<file path="config.mk">
export PLATFORM = sky130hd
export DESIGN_NAME = mem_port_arbiter
export DESIGN_NICKNAME = d
export VERILOG_FILES = /design/src/rtl/mem_arb_pkg.sv /design/src/rtl/mem_port_arbiter.sv
export SDC_FILE = /design/constraint.sdc
export NUM_CORES = 1
export LEC_CHECK = 0
export BUFFER_PORTS_ARGS = -buffer_cell sky130_fd_sc_hd__buf_2
export CAP_MARGIN = 20
export CORE_AREA = 2 2 80 82
export CTS_BUF_LIST = sky130_fd_sc_hd__clkbuf_4 sky130_fd_sc_hd__clkbuf_8 sky130_fd_sc_hd__clkbuf_16
export CTS_CLUSTER_DIAMETER = 200
export CTS_CLUSTER_SIZE = 8
export DETAILED_ROUTE_END_ITERATION = 8
export DIE_AREA = 0 0 82 84
export PLACE_DENSITY_LB_ADDON = 0.08
export SYNTH_ARGS = -nofsm -noshare
export SYNTH_HDL_FRONTEND = slang
export SYNTH_SLANG_ARGS = --single-unit
export TNS_END_PERCENT = 5
</file>
<file path="constraint.sdc">
create_clock -name clk -period 1.79 [get_ports clk]
set_clock_uncertainty 0.15 [all_clocks]
set_input_delay 0 -clock clk [delete_from_list [all_inputs] [get_ports clk]]
set_output_delay 0 -clock clk [all_outputs]
set_load 0.01 [all_outputs]
</file>
<file path="src/rtl/mem_arb_pkg.sv">
// Shared types for the fetch/data memory port arbiter.
// Owner tag records which requester a granted read belongs to; memory answers one cycle later.
package mem_arb_pkg;

  typedef enum logic {
    ARB    = 1'b0,
    LOCKED = 1'b1
  } arb_state_t;

  typedef enum logic [1:0] {
    NONE = 2'd0,
    IF   = 2'd1,
    DM   = 2'd2
  } rd_owner_t;

  localparam int MEM_READ_LATENCY = 1;

endpackage

</file>
<file path="src/rtl/mem_port_arbiter.sv">
// Fetch/data arbiter for a single-port sync memory: combinational grant, read data one cycle later.
// Losers hold their request until granted; MEM_ARB_ROUND_ROBIN_EN selects alternating priority on conflict.
module mem_port_arbiter
  import mem_arb_pkg::*;
#(
  parameter int ADDRESS_WIDTH  = 10,
  parameter int CPU_DATA_WIDTH = 32
) (
  input  logic                          clk,
  input  logic                          rst,
  input  logic                          if_req,
  input  logic [ADDRESS_WIDTH-1:0]      if_addr,
  output logic                          if_gnt,
  output logic                          if_rvalid,
  output logic [CPU_DATA_WIDTH-1:0]     if_rdata,
  input  logic                          dm_req,
  input  logic                          dm_we,
  input  logic [CPU_DATA_WIDTH/8-1:0]   dm_be,
  input  logic                          dm_lock,
  input  logic [ADDRESS_WIDTH-1:0]      dm_addr,
  input  logic [CPU_DATA_WIDTH-1:0]     dm_wdata,
  output logic                          dm_gnt,
  output logic                          dm_rvalid,
  output logic [CPU_DATA_WIDTH-1:0]     dm_rdata,
  output logic                          mem_en,
  output logic                          mem_we,
  output logic [CPU_DATA_WIDTH/8-1:0]   mem_be,
  output logic [ADDRESS_WIDTH-1:0]      mem_addr,
  output logic [CPU_DATA_WIDTH-1:0]     mem_wdata,
  input  logic [CPU_DATA_WIDTH-1:0]     mem_rdata
);

  arb_state_t r_state;
  rd_owner_t  r_owner;
  logic       w_dm_wins;
  logic       w_if_gnt;
  logic       w_dm_gnt;

`ifdef MEM_ARB_ROUND_ROBIN_EN
  logic r_if_pri;
  logic w_conflict;

  assign w_dm_wins  = ~r_if_pri;
  assign w_conflict = (r_state == ARB) & if_req & dm_req;

  // Each conflict hands priority to the port that just lost it.
  always_ff @(posedge clk or negedge rst) begin
    if (!rst) begin
      r_if_pri <= 1'b0;
    end else if (w_conflict) begin
      r_if_pri <= ~r_if_pri;
    end
  end
`else
  assign w_dm_wins = 1'b1;
`endif

  always_comb begin
    w_if_gnt = 1'b0;
    w_dm_gnt = 1'b0;
    if (rst) begin
      if (r_state == LOCKED) begin
        w_dm_gnt = dm_req;
      end else begin
        w_dm_gnt = dm_req & (~if_req | w_dm_wins);
        w_if_gnt = if_req & ~w_dm_gnt;
      end
    end
  end

  assign if_gnt = w_if_gnt;
  assign dm_gnt = w_dm_gnt;

  always_comb begin
    mem_en    = 1'b0;
    mem_we    = 1'b0;
    mem_be    = '0;
    mem_addr  = '0;
    mem_wdata = '0;
    if (w_dm_gnt) begin
      mem_en    = 1'b1;
      mem_we    = dm_we;
      mem_be    = dm_be;
      mem_addr  = dm_addr;
      mem_wdata = dm_wdata;
    end else if (w_if_gnt) begin
      mem_en    = 1'b1;
      mem_be    = '1;
      mem_addr  = if_addr;
    end
  end

  // The lock bit travels with each data access, so the last dm grant decides ownership.
  always_ff @(posedge clk or negedge rst) begin
    if (!rst) begin
      r_state <= ARB;
      r_owner <= NONE;
    end else begin
      if (w_dm_gnt) begin
        r_state <= dm_lock ? LOCKED : ARB;
      end
      if (w_dm_gnt && !dm_we) begin
        r_owner <= DM;
      end else if (w_if_gnt) begin
        r_owner <= IF;
      end else begin
        r_owner <= NONE;
      end
    end
  end

  assign if_rvalid = rst & (r_owner == IF);
  assign dm_rvalid = rst & (r_owner == DM);
  assign if_rdata  = if_rvalid ? mem_rdata : '0;
  assign dm_rdata  = dm_rvalid ? mem_rdata : '0;

endmodule

</file>
==> metrics.txt <==
placed standard-cell area=2238 µm²; critical path's slowest cell=dlygate4sd3_1; register bit count reported by yosys=3; Slew HR=approximately 80%; # H-tree levels=1; Reg area=around 75 µm²; Die Area=6888 µm²; FF-to-FF setup slack=approximately 680 ps; TNS Setup=0 ps; Worst VDD drop=0.0002964 V; Area contributors post-synth=and2_1 36%, and3_1 18%, nand4bb_1 9.9%; PortBufs=roughly 210; GRT Util Overall=about 13%; met3 WL=521 µm; crit path launch=rst; FF-to-FF Start=r_state$_DFFE_PN0P_; vias in the first global route=1611; yosys warns=0; Startpoint Class=primary input; area of the core=6096 µm²; reg2reg end=r_owner[0]$_DFF_PN0_; Post-DP HPWL=4334 µm; detailed-router iteration count before antenna repair=4; Final setup viols=0; post-synthesis cell area=between 1000 and 1500 µm²; most frequent cells after synthesis=65 x and2_1, 33 x and3_1, 14 x clkbuf_1, 14 x nand2_1; final hold vios=0; GR Overflow Total=0; DIE WIDTH=82 µm; Critical Path RT=between 1500 and 2000 ps; max incr delay on CP=about 550 ps; CP endpoint kind=output port; count leader, synth=and2_1; Syn-to-layout area delta=104.7%; clock root buffer=clkbuf_8; fraction of layout cells with a size suffix above 1=60.81%; Worst-Skew Late Latency=220 ps; Via-to-Cell Ratio=4.186; die height=between 80 and 90 µm; placed cells=440; worst-case clock buffer depth=2; mean area per synthesized cell=6.795 µm²; Peak Freq=approximately 610 MHz; worst path arrival time=1480 ps; Initial Util=between 10% and 20%; Post-synth ARST share=100.0%; crit-path cells=dlygate4sd3_1, clkbuf_4, and3b_1, buf_4, and2_1, buf_2; Reg clk slew, reported paths=30 ps; Met2 Wirelength=2801 µm; Worst Path Class, Setup=primary input to output port; gpl congestion=~0.76; DRC=0; Ports=210; ant diodes=0; Mapped Cells=167; FF-to-FF path depth=2; CP Depth=6; CTS sink cnt=3; fin cells=between 400 and 500; DR iter-0 viols=55; Critical path destination=if_rdata[16]; Yosys top cell by area=and2_1; Max Cap Violations=0; Tot Pwr=0.6547 mW; Post-CTS Setup Inserts=0; nets@finish=465; Worst-Margin Slew=320.4 ps; final instance area=~2300 µm²; Synthesized Nets=261; vias post-DR=1871; Post-Route WL=5283 µm; clock buffer count from CTS=3; delay-heaviest family, CP=buffers and inverters; highest metal used=met4; Filler Cells Inserted=roughly 670; Post-synth EDFFs=0; CTS tree=yes; Pleak=~1.6 nW; Yosys top cell area share=35.83%; Final min period=about 1600 ps; worst path bufs/invs=4; post-synthesis sequential area ratio=roughly 6.6%; first-pass GRT wire length=7652 µm; final period utilization=91.02%; crit path max fanout=33; RSZ-0062 raised after global routing=no; Top FF cell, synth=dfrtp_1; largest net degree at the start of global routing=34; site row count=29; Hold Crit Class=primary input to asynchronous set/reset pin; outcome=finished, final reports clean; Final Max Slew Viols=0; Multi-input gate area=975.9 µm²; Cell Pwr Density=281.8 nW/µm²; initial antenna violation count=0; wire per inst=11.82 µm; DRT antenna net count=0; met1 wire length=1940 µm; Yosys cell types=15
==> power breakdown <==
group	switching [mW]	internal (mW)
sequential	0.0103	0.0733
combinational	0.163	0.194
clock	0.0472	0.167
total	0.220	0.435
==> per-stage QoR <==
stage                     utilization [%]  hold slack [ps]  worst slack [ps]
after floorplan                         -           -445.6             522.9
after global placement              36.72           -286.7             454.5
after detailed placement            36.72           -281.0             447.1
after CTS                           38.01            62.42             75.78
after global routing                38.12            70.30             42.32
final                               38.12            58.36             160.8
==> cell type report <==
class                           count  area share [%]
Timing Repair Buffer              218           48.52
Sequential cell                     3           3.231
Multi-Input combinational cell    145           42.00
Clock buffer                        4           2.100
Tap cell                           77           4.146
==> flip-flops by register name, indices dropped and copies added (netlist names) <==
name     flops
r_owner      2
r_state      1
==> worst min-delay path by stage <==
stage	cells after the start	end
floorplan	0	r_owner[0]$_DFF_PN0_
global placement	1	r_owner[0]$_DFF_PN0_
detailed placement	1	r_owner[1]$_DFF_PN0_
CTS	2	r_owner[0]$_DFF_PN0_
global route	2	r_owner[0]$_DFF_PN0_
finish	2	r_owner[0]$_DFF_PN0_
==> timing repair <==
action | 4_1_cts | 5_1_grt
endpoints found under the setup margin | 0 | 22
gates resized for setup | 0 | 2
hold endpoints to repair | 5 | 0
hold buffers | 3 | 0
==> kinds of logic (layout without fill, tap and decap cells) <==
family / Yosys count / in the layout / share of synthesized area (%)
compound gates: 15 / 15 / 11.25
buf+inv: 19 / 222 / 7.387
simple gates: 129 / 129 / 73.76
mux: 1 / 1 / 0.9922
flops: 3 / 3 / 6.615
==> cell usage in the layout (no fill, tap or decap), drive strengths merged <==
cell type	instances
buf	214
and2	65
and3	33
nand2	14
a21boi	14
nand4bb	10
clkbuf	5
and3b	4
dlygate4sd3	3
dfrtp	3
nor2b	2
or3b	1
o21a	1
mux2	1
==> routing by layer <==
| metal | vias to the layer above | track usage, % |
|---|---|---|
| li1 | 963 | - |
| met1 | 805 | 14.49 |
| met4 | 0 | 0.9091 |
| met5 | - | 0 |
| met2 | 101 | 27.35 |
| met3 | 2 | 2.273 |
(Power assumes the default switching activity.)
